===== src/rtl/mult_32_bit_seq.sv =====
// Sequential 32x32 shift-add multiplier for MULT/MULTU; one 32-bit add per
// multiplier bit, sign fixed up once at the end, product delivered as hi/lo.
//
// state | meaning
// IDLE  | waiting for start; hi/lo hold the last product
// CALC  | 32 shift-add iterations on operand magnitudes
// FIX   | optional 64-bit negate, load hi/lo, pulse done
module mult_32_bit_seq (
  input  logic        clk,
  input  logic        reset,
  input  logic        start,
  input  logic        signed_op,
  input  logic [31:0] a,
  input  logic [31:0] b,
  output logic        busy,
  output logic        done,
  output logic [31:0] hi,
  output logic [31:0] lo
);

  typedef enum logic [1:0] {IDLE, CALC, FIX} state_t;

  state_t      state, state_nxt;
  logic [63:0] acc;
  logic [31:0] mcand;
  logic [31:0] mplier;
  logic [5:0]  cnt;
  logic        neg;

  logic [31:0] a_mag, b_mag;
  logic [32:0] sum;
  logic [63:0] result;

  // 0x80000000 negates to itself, which is exactly 2^31 read as unsigned
  always_comb begin
    a_mag  = (signed_op && a[31]) ? (~a + 32'd1) : a;
    b_mag  = (signed_op && b[31]) ? (~b + 32'd1) : b;
    sum    = {1'b0, acc[63:32]} + {1'b0, (mplier[0] ? mcand : 32'd0)};
    result = neg ? (~acc + 64'd1) : acc;
  end

  always_ff @(posedge clk) begin
    if (reset) state <= IDLE;
    else       state <= state_nxt;
  end

  always_comb begin
    state_nxt = state;
    case (state)
      IDLE:    if (start) state_nxt = CALC;
      CALC:    if (cnt == 6'd31) state_nxt = FIX;
      FIX:     state_nxt = IDLE;
      default: state_nxt = IDLE;
    endcase
  end

  assign busy = (state != IDLE);

  always_ff @(posedge clk) begin
    if (reset) begin
      acc    <= '0;
      mcand  <= '0;
      mplier <= '0;
      cnt    <= '0;
      neg    <= 1'b0;
      done   <= 1'b0;
      hi     <= '0;
      lo     <= '0;
    end else begin
      done <= 1'b0;
      case (state)
        IDLE: begin
          if (start) begin
            mcand  <= a_mag;
            mplier <= b_mag;
            neg    <= signed_op & (a[31] ^ b[31]);
            acc    <= '0;
            cnt    <= '0;
          end
        end
        CALC: begin
          // adder carry-out lands in bit 63 as the accumulator shifts right
          acc    <= {sum, acc[31:1]};
          mplier <= {1'b0, mplier[31:1]};
          cnt    <= cnt + 6'd1;
        end
        FIX: begin
          hi   <= result[63:32];
          lo   <= result[31:0];
          done <= 1'b1;
        end
        default: ;
      endcase
    end
  end

endmodule


===== config.mk =====
export PLATFORM = sky130hd
export DESIGN_NAME = mult_32_bit_seq
export DESIGN_NICKNAME = d
export VERILOG_FILES = /design/src/rtl/mult_32_bit_seq.sv
export SDC_FILE = /design/constraint.sdc
export NUM_CORES = 1
export LEC_CHECK = 0
export BUFFER_PORTS_ARGS = -buffer_cell sky130_fd_sc_hd__buf_2
export CAP_MARGIN = 20
export CORE_ASPECT_RATIO = 0.75
export CORE_MARGIN = 5
export CORE_UTILIZATION = 59
export DETAILED_ROUTE_END_ITERATION = 8
export PLACE_DENSITY = 0.84
export SYNTH_ARGS = -nofsm -noshare
export SYNTH_HDL_FRONTEND = slang
export SYNTH_SLANG_ARGS = --single-unit

===== constraint.sdc =====
create_clock -name clk -period 4.2 [get_ports clk]
set_clock_uncertainty 0.15 [all_clocks]
set_input_delay 0.63 -clock clk [delete_from_list [all_inputs] [get_ports clk]]
set_output_delay 0.63 -clock clk [all_outputs]
set_load 0.03 [all_outputs]

Yosys cells after proc, flatten, opt, wreduce, memory -nomap -nowiden
Cells that the tools add are included.
Widths: inputs -> output; s select.
{"block": "totals", "register_bits": 202, "input_bits": 68, "out_inout_bits": 66, "word_cells": 46}
{"block": "op_classes", "add_sub_neg": 5, "eq_ne": 5, "muxes": 14, "bitwise_logic": 5, "n_reduce_logical": 8}
{"operator": "$mux 32", "n": 4}
{"operator": "$mux 64", "n": 2}
{"operator": "$pmux 64 s2", "n": 1}
{"operator": "$add 32x1->32 const B", "n": 2}
{"operator": "$add 64x1->64 const B", "n": 1}
{"operator": "$not 32->32", "n": 2}
{"operator": "$not 64->64", "n": 1}
{"operator": "$pmux 32 s2", "n": 1}
{"operator": "$add 32x32->33", "n": 1}
{"operator": "$pmux 6 s2", "n": 1}
{"operator": "$add 6x1->6 const B", "n": 1}
{"operator": "$eq 6x5->1 const B", "n": 1}
{"operator": "$mux 6", "n": 1}
{"operator": "$reduce_and 2->1", "n": 3}
{"operator": "$mux 2", "n": 2}
{"operator": "$ne 2x2->1 const B", "n": 2}
{"operator": "$pmux 2 s2", "n": 1}
{"operator": "$reduce_bool 2->1", "n": 2}
{"operator": "$eq 2x1->1 const B", "n": 1}
{"operator": "$eq 2x2->1 const B", "n": 1}
{"operator": "$logic_and 1x1->1", "n": 2}
{"operator": "$logic_not 2->1", "n": 1}
{"operator": "$and 1x1->1", "n": 1}
{"operator": "$mux 1", "n": 1}
{"operator": "$xor 1x1->1", "n": 1}

Depth between registers and ports, before layout
Gate-level depths: netlist of the first run.
{"block": "logic_depth", "word_depth": 5, "mapped_depth": 12, "ltp_nobuf": 11}

Worst setup path after synthesis of the first run
No wires, ideal clock.
{"block": "synth_path", "path_type": "register -> register", "start": "register mplier[0]", "end": "register acc[63]", "setup_ps": 101, "arrival_time_ps": 2939, "t_required_ps": 3949, "setup_slack_ps": 1010, "path_stages_with_launch": 13, "n_path_buf": 1, "period_less_slack_ps": 3190, "path_cell_list": "dfxtp_1 clkbuf_1 and2_1 ha_1 inv_1 fa_1 nor2b_1 o31ai_1 a21o_1 o311ai_0 o211ai_1 and2_1 o41ai_1"}
{"block": "synth_via", "elab_chain_len": 3}
{"item": "from (decl)", "line_no": "26", "source": "logic [31:0] mplier;"}
{"item": "from (signal assigned)", "line_no": "75", "source": "mplier <= b_mag;"}
{"item": "from (signal assigned)", "line_no": "84", "source": "mplier <= {1'b0, mplier[31:1]};"}
{"item": "$mux 32", "line_no": "38", "source": "sum = {1'b0, acc[63:32]} + {1'b0, (mplier[0] ? mcand : 32'd0)};"}
{"item": "$add 32x32->33", "line_no": "38"}
{"item": "$pmux 64 s2", "line_no": "71", "source": "case (state)"}
{"item": "to (signal assigned)", "line_no": "83", "source": "acc <= {sum, acc[31:1]};"}
{"item": "to (decl)", "line_no": "24", "source": "logic [63:0] acc;"}
Every way passes these cells.
A chain may end at the register's enable or synchronous reset.

Final worst setup path of the first run
Ends and elaborated chain as after synthesis.

==> results.cfg, run 1 <==
[placed_design]
post-dp-hpwl_um = 21580
place.gp.congestion = 0.9791
place_ws_ns = 0.5761
portBuffers = 133

[clock_tree]
clk_pin_slew_ns = 0.06
clockBufferDepth = 3
ctsHoldBuffers = 0
cts_root_buffer = clkbuf_16
cts.sinks = 202
cts_tree = yes
cts_setup_buffers = 0
h-tree-depth = 1
numCtsBuffers = 21
clock_latency_ns = 0.51
cts_resized = 0

[logic_synthesis]
synth.cell_area_um2 = 11410
ys_warn_count = 0
netlist_instances = 1388
ys_seq_elements = 202
ys_seq_area_share_pct = 35.45
synth_area_per_cell_um2 = 8.218
ys_types = 69
synth-async-reset-ratio_pct = 0
synth_edf_count = 0
synthFlopType = dfxtp_1
syn_nets = 1493

[critical_path]
r2r_setup_slack_ns = 0.55
worst_r2r_path_depth = 12
arrival_ns = 3.90
r2r-start = mplier[0]$_SDFFE_PP0P_
cpMaxStageDelayCell = dfxtp_1
r2r_end = acc[63]$_SDFFE_PP0P_
crit_path_frequent_cell = and2_1
cp_data_required_time_ns = 4.45
critPathMaxFanout = 33
critical_path_class = flop to flop
critical_path.max_stage_delay_ns = 0.84
path_cells = and2_1 -> ha_1 -> inv_1 -> fa_1 -> nor2b_1 -> o31ai_1 -> a21o_1 -> o311ai_0 -> buf_4 -> o211ai_1 -> and2_1 -> o41ai_1
endpoint_kind = flop
start_kind = flop

[drt]
num_vias = 10490
viasPerCell = 6.054
drt_drc_violations_left = 0
ant_nets = 0
wl_per_cell_um = 17.10
firstDrtPassIters = 8
drt-total-wl_um = 29620
dr.first_iter.drc_count = 968

[final_layout]
multi_input_area_um2 = 6929
final_cell_mix = dfxtp_1 (201), nor2_1 (157), buf_2 (132), nand2_1 (122), o21ai_0 (103)
syn2layout_area_growth_pct = 12.20
final_common_cell = dfxtp_1
final_nets = 1571
regArea_um2 = 4045
fillers = 1642
num_antenna_cells = 0
drive_gt1_share_pct = 14.00

[floorplan]
die_area_um2 = 22240
die_h_um = 130.4
rows = 44
start_util_pct = 59.54
die_x_um = 170.6
core-area_um2 = 19160
ios = 134

[status]
status = finished, final reports clean

[hold_path]
hp-start = a[0]
holdPathEnd = mcand[0]$_SDFFE_PP0P_
min_path_type = input pin to flop
min_path_cells = 3

[grt]
antenna_found_initial = 0
grt.overflow.total = 0
grt_usage_pct = 25.26
grt_pass1_vias = 9120
grt_max_degree = 79
grt_first_pass_wirelength_um = 47110

[sta]
fin_crit_sh_pct = 86.87
hold_viol_final = 0
finalSetupViolations = 0
slew_violations = 0
fin_tns_setup_ns = 0
slew_headroom_pct = 38.42
setup_ws_ns = 0.5516
max_freq_mhz = 274.1
rsz0062_at_grt = no
fin_crit_ns = 3.648
tightest_slew_ns = 0.9236

[pwr]
irDropWorstVdd_uv = 284.8
powerDensity_nw_per_um2 = 333.5
p_leak_nw = 5.319

[job]
maxCapViolCount = 0
worst max path at each step:
| stage | start | to | slack, ns | depth (start not counted) |
|---|---|---|---|---|
| 4_1_cts | mplier[0]$_SDFFE_PP0P_ | acc[63]$_SDFFE_PP0P_ | 0.55 | 12 |
| 6_report | mplier[0]$_SDFFE_PP0P_ | acc[63]$_SDFFE_PP0P_ | 0.55 | 12 |
| 5_1_grt | mplier[0]$_SDFFE_PP0P_ | acc[63]$_SDFFE_PP0P_ | 0.16 | 12 |
| 3_3_place_gp | mplier[0]$_SDFFE_PP0P_ | acc[63]$_SDFFE_PP0P_ | 0.65 | 12 |
| 2_1_floorplan | mplier[0]$_SDFFE_PP0P_ | acc[63]$_SDFFE_PP0P_ | 1.01 | 12 |
| 3_5_place_dp | mplier[0]$_SDFFE_PP0P_ | acc[63]$_SDFFE_PP0P_ | 0.58 | 12 |
stage by stage:
stage	util [%]	power (mW)	instances	hold slack, ns	cell area (µm²)
detailed placement	63.37	2.515	1696	0.2876	12140
global placement	63.37	2.503	1696	0.2795	12140
floorplan	-	2.370	1388	0.2817	11410
finish	66.80	4.268	1732	0.2953	12800
CTS	66.80	4.286	1732	0.2752	12800
global route	66.80	4.427	1732	0.2839	12800
layer usage:
metal	track usage, %	wire [µm]	vias up
met3	4.692	3003	31
li1	-	-	5225
met4	4.883	426	0
met1	41.10	14780	4786
met2	34.34	11420	444
met5	0	0	-
Yosys cell counts, types with 29 or more instances:
master	n	area, µm²
nand2_1	122	457.9
dfxtp_1	202	4044
clkbuf_1	76	285.3
a222oi_1	29	290.3
xor2_1	84	735.7
nor2_1	158	593.1
o21ai_0	103	515.5
a211oi_1	58	435.4
o31ai_1	32	240.2
a22o_1	30	262.8
xnor2_1	55	481.7
and2_1	41	256.5
ha_1	36	450.4
a21oi_1	80	400.4
flip-flops by register name, indices dropped and copies added (netlist names), 2 cells and up:
signal	flops
acc	64
hi	32
lo	32
mcand	32
mplier	32
cnt	6
state	2
cell families (layout without fill, tap and decap cells):
family	Yosys count	in the layout	synth area share (%)
AO/OA/AOI/OAI	424	424	25.56
buffers and inverters	113	204	4.015
flip-flops	202	202	35.45
XOR/XNOR	139	139	10.67
AND/OR/NAND/NOR	471	471	20.00
multiplexers	2	2	0.1755
adder cells (fa/ha/maj)	37	37	4.125
critical path, delay by kind of cell, from the launching register on:
family	cells	cell delay [ns]
AOI/OAI and AO/OA	5	1.13
adders and majority gates	2	0.57
DFF	1	0.84
and+or+nand+nor	3	0.60
buffers and inverters	2	0.24
power by group:
group / switching, mW / leakage (nW) / internal (mW)
registers: 0.0518 / 1.64 / 1.97
logic: 0.279 / 3.36 / 0.176
clock network: 0.762 / 0.319 / 1.03
total: 1.09 / 5.32 / 3.17
area by class of cell:
| type | count | area share (%) |
|---|---|---|
| Tap cell | 253 | 2.474 |
| Sequential cell | 202 | 31.61 |
| Timing Repair Buffer | 143 | 5.905 |
| Clock inverter | 5 | 0.2640 |
| Inverter | 25 | 0.7333 |
| Multi-Input combinational cell | 1073 | 54.15 |
| Clock buffer | 31 | 4.869 |
No activity file was read; power rests on OpenSTA's default activity.
==> run 2: changes to the inputs <==
--- a/config.mk
+++ b/config.mk
@@ -9,9 +9,9 @@
 export CAP_MARGIN = 20
 export CORE_ASPECT_RATIO = 0.75
 export CORE_MARGIN = 5
-export CORE_UTILIZATION = 59
+export CORE_UTILIZATION = 55
 export DETAILED_ROUTE_END_ITERATION = 8
-export PLACE_DENSITY = 0.84
+export PLACE_DENSITY = 0.79
 export SYNTH_ARGS = -nofsm -noshare
 export SYNTH_HDL_FRONTEND = slang
 export SYNTH_SLANG_ARGS = --single-unit
==> constraint.sdc (replaced) <==
create_clock -name clk -period 4.2 [get_ports clk]
set_clock_uncertainty 0.15 [all_clocks]
set_input_delay 0.63 -clock clk [delete_from_list [all_inputs] [get_ports clk]]
set_output_delay 0.63 -clock clk [all_outputs]
set_load 0.005 [all_outputs]
==> results.cfg, run 2 (synthesis results as in run 1) <==
[sta]
fin_crit_ns = 3.418
whs_ns = 0.2936
tightest_slew_ns = 1.048
slew_headroom_pct = 30.15
fin_crit_sh_pct = 81.38
max_freq_mhz = 292.6
finalSetupViolations = 0
slew_violations = 0
setup_ws_ns = 0.7820
hold_viol_final = 0
rsz0062_at_grt = no
fin_tns_setup_ns = 0

[critical_path]
start_kind = flop
arrival_ns = 3.67
r2r_setup_slack_ns = 0.78
cp_data_required_time_ns = 4.46
critical_path_class = flop to flop
critPathMaxFanout = 6
endpoint_kind = flop

[pwr]
powerDensity_nw_per_um2 = 353.4
irDropWorstVdd_uv = 231.9
power_mw = 4.593
p_leak_nw = 5.395

[floorplan]
die_h_um = 134.7
die_x_um = 176.3
ios = 134
die_area_um2 = 23750
rows = 45
core-area_um2 = 20330
start_util_pct = 56.12

[grt]
grt_usage_pct = 24.33
antenna_found_initial = 0
grt_first_pass_wirelength_um = 49020
grt.overflow.total = 0
grt_max_degree = 101
grt_pass1_vias = 9426

[drt]
drt-total-wl_um = 30370
firstDrtPassIters = 5
dr.first_iter.drc_count = 936
wl_per_cell_um = 17.20
num_vias = 10600
drt_drc_violations_left = 0
ant_nets = 0
viasPerCell = 6.001

[clock_tree]
numCtsBuffers = 22
clock_latency_ns = 0.51
cts_root_buffer = clkbuf_16
clk_pin_slew_ns = 0.06
cts.sinks = 202
ctsHoldBuffers = 0
h-tree-depth = 1
cts_resized = 0
cts_setup_buffers = 0
cts_tree = yes
clockBufferDepth = 3

[final_layout]
num_antenna_cells = 0
final_nets = 1574
finish.utilization_pct = 63.94
syn2layout_area_growth_pct = 13.94
stdcell_area_um2 = 13000
final_cell_mix = dfxtp_1 (201), nor2_1 (157), buf_2 (132), nand2_1 (122), o21ai_0 (103)
largest_register_ff_count = 64
final_common_cell = dfxtp_1
stdcell_count = 1766
regMostFlops = acc
drive_gt1_share_pct = 14.35

[placed_design]
place.gp.congestion = 0.9761
placed_area_um2 = 12170
dp_cells = 1726
portBuffers = 133
place_ws_ns = 0.8423
post-dp-hpwl_um = 22180

[hold_path]
min_path_type = flop to flop

[status]
status = finished, final reports clean

[job]
maxCapViolCount = 0
run 2: changes by cell type in the layout (fill, tap and decap cells not counted):
cell / before / now
buf_4: 10 / 12
bufinv_16: 0 / 4
clkbuf_1: 4 / 3
clkbuf_16: 21 / 22
clkinv_2: 2 / 0
clkinv_8: 0 / 1
run 2: path summary, 6_finish.rpt:
kind | to | depth (start not counted) | from
worst max register to register | acc[63]$_SDFFE_PP0P_ | 11 | mplier[0]$_SDFFE_PP0P_
worst min register to register | hi[23]$_SDFFE_PP0P_ | 2 | hi[23]$_SDFFE_PP0P_
worst min-delay path | hi[23]$_SDFFE_PP0P_ | 2 | hi[23]$_SDFFE_PP0P_
worst max-delay path | acc[63]$_SDFFE_PP0P_ | 11 | mplier[0]$_SDFFE_PP0P_
run 2: layout make-up:
cell class / count / area, µm²
Multi-Input combinational cell: 1073 / 6929
Timing Repair Buffer: 145 / 770.7
Clock buffer: 31 / 644.4
Fill cell: 1794 / 7330
Sequential cell: 202 / 4045
Tap cell: 282 / 352.8
Inverter: 25 / 93.84
Clock inverter: 8 / 160.2
run 2: worst max-delay path, cell delays in order, from the launching register on:
cell	delay (ns)
dfxtp_1	0.39
and2_1	0.17
ha_1	0.16
inv_1	0.05
fa_1	0.40
nor2b_1	0.17
o31ai_1	0.15
a21o_1	0.24
o311ai_0	0.66
o211ai_1	0.27
and2_1	0.24
o41ai_1	0.29
run 2: per-layer routing:
| layer | track usage (%) | share of wire (%) |
|---|---|---|
| met1 | 40.16 | 51 |
| met2 | 33.28 | 39 |
| met3 | 3.582 | 8.6 |
| met4 | 3.939 | 1.4 |
| met5 | 0 | 0 |
run 2: power breakdown:
part	total [mW]	internal [mW]	switching [mW]
logic	0.467	0.179	0.288
registers	2.02	1.97	0.0453
clock network	2.11	1.32	0.788
total	4.59	3.47	1.12
